`config.mk`:
```
export PLATFORM = sky130hd
export DESIGN_NAME = axi_wr_sched
export DESIGN_NICKNAME = d
export VERILOG_FILES = /design/src/rtl/axi_sched_pkg.sv /design/src/rtl/axi_wr_sched.sv
export SDC_FILE = /design/constraint.sdc
export NUM_CORES = 1
export LEC_CHECK = 0
export ABC_AREA = 1
export CORE_AREA = 2 2 167 169
export CTS_CLUSTER_DIAMETER = 40
export DETAILED_ROUTE_END_ITERATION = 7
export DIE_AREA = 0 0 169 171
export REMOVE_ABC_BUFFERS = 1
export SYNTH_ARGS = -nofsm -noshare
export SYNTH_HDL_FRONTEND = slang
export SYNTH_SLANG_ARGS = --single-unit
```
`constraint.sdc`:
```
create_clock -name clk -period 1.9 [get_ports clk]
set_clock_uncertainty 0.05 [all_clocks]
set_input_delay 0.19 -clock clk [delete_from_list [all_inputs] [get_ports clk]]
set_output_delay 0.19 -clock clk [all_outputs]
set_load 0.03 [all_outputs]
```
`src/rtl/axi_sched_pkg.sv`:
```
// Shared types and round-robin helper for the AXI write-channel scheduler.
package axi_sched_pkg;

    typedef enum logic [1:0] {IDLE, ADDR, DATA, RESP} state_t;

    localparam int unsigned RR_MAX = 16;

    typedef struct packed {
        logic       found;
        logic [3:0] idx;
    } rr_res_t;

    // Scans n requesters starting just past 'last', wrapping; the final probe is 'last' itself.
    function automatic rr_res_t rr_pick(input logic [RR_MAX-1:0] req,
                                        input logic [3:0]        last,
                                        input logic              lsb_high,
                                        input int unsigned       n);
        rr_res_t     res;
        int unsigned idx;
        res = '0;
        for (int unsigned k = 1; k <= n; k++) begin
            idx = lsb_high ? (int'(last) + k) % n : (int'(last) + n - k) % n;
            if (!res.found && req[idx[3:0]]) begin
                res.found = 1'b1;
                res.idx   = idx[3:0];
            end
        end
        return res;
    endfunction

endpackage

```
`src/rtl/axi_wr_sched.sv`:
```
// Round-robin transaction scheduler sharing one downstream AXI write channel
// (AW/W/B) between S_COUNT upstream masters.
module axi_wr_sched
    import axi_sched_pkg::*;
#(
    parameter int S_COUNT           = 4,
    parameter int AW_WIDTH          = 40,
    parameter int W_WIDTH           = 36,
    parameter int B_WIDTH           = 6,
    parameter int LSB_HIGH_PRIORITY = 1
) (
    input  logic                        clk,
    input  logic                        rst,
    input  logic [S_COUNT*AW_WIDTH-1:0] s_aw_payload,
    input  logic [S_COUNT-1:0]          s_aw_valid,
    output logic [S_COUNT-1:0]          s_aw_ready,
    input  logic [S_COUNT*W_WIDTH-1:0]  s_w_payload,
    input  logic [S_COUNT-1:0]          s_w_last,
    input  logic [S_COUNT-1:0]          s_w_valid,
    output logic [S_COUNT-1:0]          s_w_ready,
    output logic [B_WIDTH-1:0]          s_b_payload,
    output logic [S_COUNT-1:0]          s_b_valid,
    input  logic [S_COUNT-1:0]          s_b_ready,
    output logic [AW_WIDTH-1:0]         m_aw_payload,
    output logic                        m_aw_valid,
    input  logic                        m_aw_ready,
    output logic [W_WIDTH-1:0]          m_w_payload,
    output logic                        m_w_last,
    output logic                        m_w_valid,
    input  logic                        m_w_ready,
    input  logic [B_WIDTH-1:0]          m_b_payload,
    input  logic                        m_b_valid,
    output logic                        m_b_ready,
    output logic                        busy,
    output logic [$clog2(S_COUNT)-1:0]  grant_index
);

    localparam int          IW = $clog2(S_COUNT);
    localparam int unsigned N  = S_COUNT;

    state_t              state, state_next;
    logic [IW-1:0]       grant, last_grant;
    logic [RR_MAX-1:0]   req_ext;
    logic [3:0]          last_ext;
    rr_res_t             pick;

    always_comb begin
        req_ext              = '0;
        req_ext[S_COUNT-1:0] = s_aw_valid;
        last_ext             = '0;
        last_ext[IW-1:0]     = last_grant;
        pick = rr_pick(req_ext, last_ext, LSB_HIGH_PRIORITY != 0, N);
    end

    always_ff @(posedge clk) begin
        if (rst) begin
            state        <= IDLE;
            grant        <= '0;
            last_grant   <= IW'(S_COUNT - 1);
            m_aw_payload <= '0;
        end else begin
            state <= state_next;
            if (state == IDLE && pick.found) begin
                grant        <= pick.idx[IW-1:0];
                m_aw_payload <= s_aw_payload[int'(pick.idx)*AW_WIDTH +: AW_WIDTH];
            end
            if (state == RESP && m_b_valid && s_b_ready[grant])
                last_grant <= grant;
        end
    end

    always_comb begin
        state_next  = state;
        s_aw_ready  = '0;
        s_w_ready   = '0;
        s_b_valid   = '0;
        s_b_payload = '0;
        m_aw_valid  = 1'b0;
        m_w_payload = '0;
        m_w_last    = 1'b0;
        m_w_valid   = 1'b0;
        m_b_ready   = 1'b0;
        busy        = (state != IDLE);
        grant_index = (state == IDLE) ? last_grant : grant;
        case (state)
            IDLE: if (pick.found) state_next = ADDR;
            ADDR: begin
                m_aw_valid        = 1'b1;
                s_aw_ready[grant] = m_aw_ready;
                if (m_aw_ready) state_next = DATA;
            end
            DATA: begin
                m_w_valid        = s_w_valid[grant];
                m_w_last         = s_w_last[grant];
                m_w_payload      = s_w_valid[grant] ?
                                   s_w_payload[int'(grant)*W_WIDTH +: W_WIDTH] : '0;
                s_w_ready[grant] = m_w_ready;
                if (s_w_valid[grant] && m_w_ready && s_w_last[grant]) state_next = RESP;
            end
            RESP: begin
                s_b_valid[grant] = m_b_valid;
                m_b_ready        = s_b_ready[grant];
                s_b_payload      = m_b_valid ? m_b_payload : '0;
                if (m_b_valid && s_b_ready[grant]) state_next = IDLE;
            end
            default: state_next = IDLE;
        endcase
    end

endmodule
```
==> qor.yml <==
status:
  status: "finished with violations"
  violations: "setup timing"
yosys:
  synth_cells: 910
  netlist-cell-type-count: 29
  syn_area_mm2: 0.00484
  synth.mux.area_fraction: 0
  synth_edf_count: 0
  synth_compound_area_frac: 0.192
  synthTopCellsByArea: "dfxtp_1, nand2_1, nor2_1"
  synth_top_cell_by_area: "dfxtp_1"
  synthDominantCellAreaShare: 0.190
  synth_common_cells: "nand2_1, nor2_1, inv_1, nand3_1, dfxtp_1"
  yosys_register_bits: 46
  synth-xor-area-share: 0
  avgSynthCellArea_um2: 5.32
  synth_top_family_by_area: "simple AND/OR/NAND/NOR gates"
  ys_seq_area_frac: 0.190
  synthSimpleGateAreaFrac: 0.423
  yosys_warnings: 0
  ys_async_sr_fraction: 0
  yosysMostFrequentCell: "nand2_1"
  yosys.area_share.adder: 0.0129
  synth-main-ff-cell: "dfxtp_1"
global_route:
  grt_pass1_wl_um: 43200
  grt.met1_usage: 0.209
  grt_use_met3: 0.0440
  top_usage_layer: "met2"
  grt-ovfl-total: 0
  grt_antenna_before_repair: 2
  use_met2: 0.364
  track_usage: 0.194
  grt_pass1_vias: 7762
  grt_max_degree: 39
route:
  vias: 8057
  post_drt_via_cell_ratio: 4.59
  routedWlPerCell_um: 17.9
  drc: 0
  wirelength_um: 31400
  drt_pass1_iterations: 4
  drtIter0Drc: 359
  ant_nets: 0
floorplan:
  dieArea_mm2: 0.0289
  core-area_mm2: 0.0273
  rows: 61
  die-width_um: 169
  io_pins: 432
  die_y_um: 171
  initial_core_util: 0.177
sta:
  fmax_ghz: 0.482
  final-setup-viol-count: 81
  relSlewSlack: 0.687
  worst_slew_pin_slew_ps: 468
  slew_violations: 0
  finalHoldViolCount: 0
  layout_min_cycle_time_ps: 2080
  min_period_over_period: 1.09
  setup_ws_ps: -176
  rsz0062_at_grt: "yes"
worst_setup_path:
  critPathBufInv: 5
  cp.arrival_ps: 1840
  cp_slowest_cell: "dfxtp_4"
  required_ps: 1660
  cp-startpoint: "grant[1]"
  cp-start-kind: "flop"
  r2r_start: "last_grant[0]"
  setup.worst_path.class: "flop to output port"
  crit_path_end_kind: "output port"
  critPathMaxStageDelay_ps: 380
  path_cells: "inv_4 > nand2_4 > inv_4 > nand2_2 > nand4_1 > nand2_4 > buf_12 > a31oi_4 > buf_6 > buf_12"
  r2r_cells: 14
  crit_fanout: 7
  rr_endpoint: "m_aw_payload[7]"
  r2r_slack_ps: -170
  path_delay_family: "buffers and inverters"
placed_design:
  io_buffers: 431
  gp_congestion: 0.844
  dp.cells: 1682
  placed_area_mm2: 0.00988
  hpwl_um: 20600
clocking:
  path_clk_slew_ps: 80
  cts_tree: "built"
  cts-root-buf: "clkbuf_16"
  cts.sinks: 46
  htreeDepth: 2
  clock_latency_ps: 300
  clockBufferDepth: 2
  numCtsBuffers: 5
pwr:
  power.density_mw_per_mm2: 1020
  p_leak_nw: 5.57
  peakVddDrop_uv: 503
layout:
  nFillCells: 2670
  syn2layout_area_growth_pct: 163
  layout.nets: 1743
  final_cells: 1756
  final_area_mm2: 0.0127
  drive_above_1_share: 0.307
worst_hold_path:
  hp-start: "rst"
  hold_class: "input port to flop"
  hold_depth: 2
  holdPathEnd: "grant[1]"
job:
  maxCapViolations: 0
## cell type report
type                    count  area, um^2  area share
repair buffers            549        6170       0.484
inverters                 159         629      0.0494
flip-flops and latches     46         938      0.0736
clock buffers               5         125     0.00981
well taps                 346         433      0.0340
diodes                      2        5.00    0.000393
clock inverters             3        18.8     0.00147
multi-input cells         646        4430       0.347
## through the flow
step	setup TNS (ps)	total power [mW]	setup slack, ps	util	hold WS (ps)
2_1_floorplan	-95460	5.20	-1420	-	209
3_3_place_gp	-13320	8.67	-348	0.362	469
3_5_place_dp	-14750	8.71	-344	0.362	482
4_1_cts	-9860	12.2	-189	0.433	286
5_1_grt	-17620	13.8	-280	0.467	302
6_report	-9150	12.9	-176	0.467	287
## where the power goes
group | switching (mW) | internal [mW] | leakage [nW]
sequential | 0.270 | 1.39 | 0.384
clock | 0.437 | 0.490 | 0.0740
combinational | 5.49 | 4.86 | 5.11
total | 6.20 | 6.75 | 5.57
## how the worst max path moves through the flow
stage / end / slack, ps / cells after the start
5_1_grt: m_aw_payload[7] / -280 / 14
2_1_floorplan: m_w_payload[0] / -1420 / 6
3_5_place_dp: m_aw_payload[3] / -340 / 14
6_report: m_w_payload[12] / -180 / 10
3_3_place_gp: m_aw_payload[1] / -350 / 16
4_1_cts: m_w_payload[29] / -190 / 9
## layer usage
layer	up-vias	share of wire
met4	0	0.038
met5	-	0
met1	3763	0.37
met2	328	0.52
met3	61	0.063
li1	3905	-
## placed cells by master, fill, tap and decap left out, types with 3 or more instances in the layout
cell / Yosys / final
inv_2: 4 / 5
a31oi_4: 0 / 18
inv_4: 1 / 4
inv_6: 0 / 3
clkdlybuf4s50_1: 0 / 368
nand3_4: 2 / 9
nor2_1: 155 / 122
o21ai_4: 0 / 7
nand3_2: 1 / 39
dfxtp_4: 0 / 4
clkbuf_16: 0 / 11
a22oi_1: 38 / 29
buf_12: 0 / 35
a31oi_1: 37 / 18
nand2_8: 0 / 4
a22oi_2: 0 / 9
nor2_2: 2 / 15
nand2_4: 0 / 26
buf_8: 0 / 5
nand2_1: 227 / 168
dfxtp_1: 46 / 40
nand2_2: 4 / 33
dlygate4sd2_1: 0 / 3
buf_6: 4 / 37
nand3_1: 57 / 12
nor2_4: 0 / 20
buf_4: 3 / 74
o21ai_1: 32 / 28
buf_16: 0 / 18
o21ai_2: 0 / 36
a21oi_2: 0 / 3
inv_1: 154 / 147
nand4_1: 36 / 36
## sequential cells by signal (all words and copies together), names as in the netlist
signal / cells
grant: 2
last_grant: 2
m_aw_payload: 40
state: 2
## logic make-up (layout without fill, tap and decap cells)
| group | Yosys count | count (layout) |
|---|---|---|
| DFF | 46 | 46 |
| and+or+nand+nor | 487 | 487 |
| other | 0 | 2 |
| AOI/OAI and AO/OA | 154 | 154 |
| buffers and inverters | 218 | 716 |
| adders and majority gates | 5 | 5 |
## what timing repair did
item / 4_1_cts / 5_1_grt
resized for setup: 241 / 210
setup endpoints to repair: 88 / 102
hold buffers: 0 / 0
pin swaps: 51 / 71
buffers inserted: 43 / 7
gates cloned: 23 / 6
(Power assumes the default switching activity.)
